File: src/rtl/jkff_monitor.sv
// Self-checking monitor for an external JK flip-flop.
// A reference model tracks the expected Q, and the monitor counts comparisons and mismatches.
// Define JKMON_NOTQ_CHECK_EN to also flag cycles where notQ is not the complement of Q.
module jkff_monitor #(
    parameter int ERR_CNT_W = 8,
    parameter int CHK_CNT_W = 16
) (
    input  logic                 clk,
    input  logic                 rst_n,
    input  logic                 arm,
    input  logic                 stop,
    input  logic                 clr,
    input  logic                 J,
    input  logic                 K,
    input  logic                 Q,
    input  logic                 notQ,
    output logic                 busy,
    output logic                 exp_q,
    output logic                 err,
    output logic [ERR_CNT_W-1:0] err_cnt,
    output logic [CHK_CNT_W-1:0] chk_cnt,
    output logic [CHK_CNT_W-1:0] first_err_cyc
);

    typedef enum logic [1:0] {IDLE, SYNC, CHECK} state_t;

    localparam logic [ERR_CNT_W-1:0] ERR_ONE = ERR_CNT_W'(1);
    localparam logic [CHK_CNT_W-1:0] CHK_ONE = CHK_CNT_W'(1);

    state_t state, state_nxt;
    logic   exp_q_nxt;
    logic   cmp;
    logic   mismatch;

    function automatic logic jk_next(input logic q, input logic j, input logic k);
        case ({j, k})
            2'b00:   return q;
            2'b01:   return 1'b0;
            2'b10:   return 1'b1;
            default: return ~q;
        endcase
    endfunction

`ifdef JKMON_NOTQ_CHECK_EN
    // One mismatch per cycle, whether Q is wrong, notQ is inconsistent, or both.
    assign mismatch = (Q != exp_q) || (notQ == Q);
`else
    logic notq_unused;
    assign notq_unused = notQ;
    assign mismatch    = (Q != exp_q);
`endif

    assign busy = (state != IDLE);

    // NOTE: every signal gets a default first, so no path through the case can infer a latch.
    always_comb begin
        state_nxt = state;
        exp_q_nxt = exp_q;
        cmp       = 1'b0;
        case (state)
            IDLE: begin
                if (arm) state_nxt = SYNC;
            end
            SYNC: begin
                exp_q_nxt = jk_next(Q, J, K);
                state_nxt = CHECK;
            end
            CHECK: begin
                cmp       = 1'b1;
                exp_q_nxt = jk_next(exp_q, J, K);
                if (stop) state_nxt = IDLE;
            end
            default: state_nxt = IDLE;
        endcase
    end

    // NOTE: sequential state uses non-blocking assignments, so every register samples the pre-edge values.
    always_ff @(posedge clk or negedge rst_n) begin
        if (!rst_n) begin
            state <= IDLE;
            exp_q <= 1'b0;
        end else begin
            state <= state_nxt;
            exp_q <= exp_q_nxt;
        end
    end

    // clr outranks a compare in the same cycle. It leaves the FSM and exp_q untouched.
    always_ff @(posedge clk or negedge rst_n) begin
        if (!rst_n) begin
            err           <= 1'b0;
            err_cnt       <= '0;
            chk_cnt       <= '0;
            first_err_cyc <= '0;
        end else if (clr) begin
            err           <= 1'b0;
            err_cnt       <= '0;
            chk_cnt       <= '0;
            first_err_cyc <= '0;
        end else if (cmp) begin
            if (chk_cnt != '1) chk_cnt <= chk_cnt + CHK_ONE;
            if (mismatch) begin
                err <= 1'b1;
                if (err_cnt != '1) err_cnt <= err_cnt + ERR_ONE;
                if (!err) first_err_cyc <= chk_cnt;
            end
        end
    end

endmodule

File: config.mk
export PLATFORM = sky130hd
export DESIGN_NAME = jkff_monitor
export DESIGN_NICKNAME = d
export VERILOG_FILES = /design/src/rtl/jkff_monitor.sv
export SDC_FILE = /design/constraint.sdc
export NUM_CORES = 1
export LEC_CHECK = 0
export CAP_MARGIN = 20
export CORE_MARGIN = 3
export CORE_UTILIZATION = 53
export CTS_CLUSTER_DIAMETER = 40
export DETAILED_ROUTE_END_ITERATION = 7
export PLACE_DENSITY_LB_ADDON = 0.1
export SKIP_LAST_GASP = 1
export SLEW_MARGIN = 20
export SYNTH_ARGS = -nofsm -noshare
export SYNTH_HDL_FRONTEND = slang
export SYNTH_SLANG_ARGS = --single-unit
File: constraint.sdc
create_clock -name clk -period 2.7 [get_ports clk]
set_input_delay 0.54 -clock clk [delete_from_list [all_inputs] [get_ports clk]]
set_output_delay 0.54 -clock clk [all_outputs]
set_load 0.05 [all_outputs]
==> impl_metrics.yaml <==
sta:
  finalSetupViolations: 0
  rsz0062_at_grt: "no"
  hold_viol: 0
  slew_violations: 0
  fin_skew_ns: 0.00443
  period_share: 0.860
  tightest_slew_ns: 0.945
  clock.fmax_mhz: 431
  min_period_ns: 2.32
  slew_headroom: 0.370
  setup_tns_ns: 0
detailed_routing:
  wl_per_cell_um: 15.3
  drc: 0
  ant_nets: 0
  routed_wl_um: 4750
  drtIter0Drc: 130
  vias: 1775
  via_per_inst: 5.73
  firstDrtPassIters: 4
grt:
  grt_use_total: 0.205
  grt_overflow: 0
  grt_pass1_wl_um: 8220
  grt_max_degree: 45
  antenna_found_initial: 0
  grt_pass1_vias: 1750
critical_path:
  cp_slowest_cell: "clkdlybuf4s50_1"
  max_stage_delay_ns: 0.70
  r2r_cells: 5
  critical_path_arrival_ns: 1.78
  worstSetupPathType: "reg2out"
  required_ns: 2.16
  critical_path.top_delay_family: "buffers and inverters"
  start_kind: "flop"
  worstPathCellList: "or2_2 -> clkdlybuf4s50_1"
  path_buf_inv: 1
  timing.rr.start: "chk_cnt[0]"
  end_kind: "primary output"
  crit_fanout: 8
  r2r_slack_ns: 0.79
  r2r-end: "chk_cnt[14]"
pwr:
  p_int_mw: 1.11
  switching_power_mw: 0.627
  p_seq_frac: 0.450
  swShare: 0.362
  p_comb_frac: 0.310
  ir_worst_vdd_mv: 0.383
  p_leak_nw: 1.15
  p_per_area_nw_per_um2: 619
  power_frac_clock: 0.240
placed_design:
  placed_cells: 302
  gp_congestion: 0.838
  port_buffers: 50
  dpl.hpwl_um: 3390
  placed_cell_area_um2: 2710
finish:
  layout_common_cells: "clkdlybuf4s50_1, dfrtp_1, a22o_1, a21oi_1"
  num-nets-final: 274
  drive_above_1_share: 0.0840
  areaGrowthSynthToFinish_pct: 30.4
  final_common_cell: "clkdlybuf4s50_1"
  stdcell_count: 310
  fin_util: 0.743
  final_cell_area_um2: 2800
  diodes: 0
synth:
  synthMuxAreaShare: 0.0291
  synth-simple-area-share: 0.194
  yosys_warnings: 0
  synthArstFlopShare: 1.00
  avgSynthCellArea_um2: 10.4
  synth_seq_area_share: 0.513
  yosys-top-cells-area: "dfrtp_1, a22o_1, a21oi_1"
  ys_ff_latch: 44
  synth_xor_xnor_area_share: 0.0489
  synth_flop_cell: "dfrtp_1"
  synth_area_leader_cell: "dfrtp_1"
  syn_area_um2: 2150
  synth_compound_area_frac: 0.159
  synth_fa_ha_area_frac: 0.0233
  yosysTopAreaCellShare: 0.513
  netlist_instances: 207
  synth.distinct_cells: 41
  synth_edf_count: 0
  syn-num-nets: 220
  synth_top_family_by_area: "simple AND/OR/NAND/NOR gates"
clock_network:
  cts_tree: "built"
  cts.clk_slew.worst_paths_ns: 0.08
  hold_buffers: 0
  post_cts_buffers: 0
  clock_latency_ns: 0.29
  clockRootBuffer: "clkbuf_8"
  cts-resized-gates: 0
  clock_path_buffers: 2
  h-tree-depth: 2
  clkSinkCount: 44
  cts_inserted_buffers: 5
die:
  start_util: 0.570
  rows: 22
  die_area_um2: 4850
  core-area_um2: 3770
  io_pins: 52
  die_w_um: 69.7
  die_h_um: 69.7
status:
  status: "completed"
run:
  cap_viol_max_count: 0
min_path:
  hold_class: "in2async"
-- power by group through the flow --
stage / sequential, mW / clock (mW) / combinational [mW]
after floorplan: 0.897 / 0 / 0.244
after global placement: 0.790 / 0 / 0.530
after detailed placement: 0.792 / 0 / 0.541
after CTS: 0.779 / 0.429 / 0.542
after global routing: 0.792 / 0.461 / 0.580
final: 0.780 / 0.417 / 0.537
-- worst max path at each step --
stage,start,end,slack [ns],cells past startpoint
floorplan,chk_cnt[1],chk_cnt[14],0.67,5
global placement,Q,err_cnt[6],0.38,5
detailed placement,Q,err_cnt[6],0.35,5
CTS,state[1],busy,0.37,2
global route,state[1],busy,0.31,2
finish,state[1],busy,0.38,2
-- cell type report --
| cell class | instances | area [um2] |
|---|---|---|
| Clock buffer | 7 | 86.3 |
| Clock inverter | 1 | 7.51 |
| Fill cell | 284 | 970 |
| Inverter | 10 | 37.5 |
| Multi-Input combinational cell | 145 | 976 |
| Sequential cell | 44 | 1100 |
| Tap cell | 48 | 60.1 |
| Timing Repair Buffer | 55 | 533 |
-- through the flow --
stage / power [mW] / hold WS, ns / setup WS (ns)
after floorplan: 1.14 / 0.244 / 0.669
after global placement: 1.32 / 0.487 / 0.380
after detailed placement: 1.33 / 0.491 / 0.354
after CTS: 1.75 / 0.418 / 0.367
after global routing: 1.83 / 0.452 / 0.313
final: 1.73 / 0.391 / 0.379
-- synthesized netlist by cell type (6+ instances only) --
cell type	n
o21ai_0	6
nand2_1	12
nor4_1	7
a22o_1	16
nor2_1	9
inv_1	10
nor3_1	12
nand4_1	7
a21oi_1	14
dfrtp_1	44
xnor2_1	8
-- registers in the layout, indices dropped and copies added, names as in the netlist --
register,cells
exp_q,1
err,1
chk_cnt,16
first_err_cyc,16
err_cnt,8
state,2
-- worst reg2reg max path: stages, from the launching register on --
cell and delay (ns):
dfrtp_1 0.45, ha_1 0.27, nand3_1 0.25, nor3_1 0.33
or3b_1 0.37, a31oi_1 0.17
-- kinds of logic after synthesis --
| family | count (synthesis) |
|---|---|
| and+or+nand+nor | 73 |
| adders and majority gates | 4 |
| AOI/OAI and AO/OA | 50 |
| xor gates and xnor gates | 12 |
| DFF | 44 |
| buffers and inverters | 18 |
| muxes | 6 |
-- routing by layer --
metal	wire, um	up-vias	GRT usage	part of all wire
met2	2310	61	0.327	0.49
met1	2090	833	0.278	0.44
met3	242	9	0.0435	0.051
li1	-	872	-	-
met4	104	0	0.0723	0.022
met5	0	-	0	0
No activity file was read; power rests on OpenSTA's default activity.
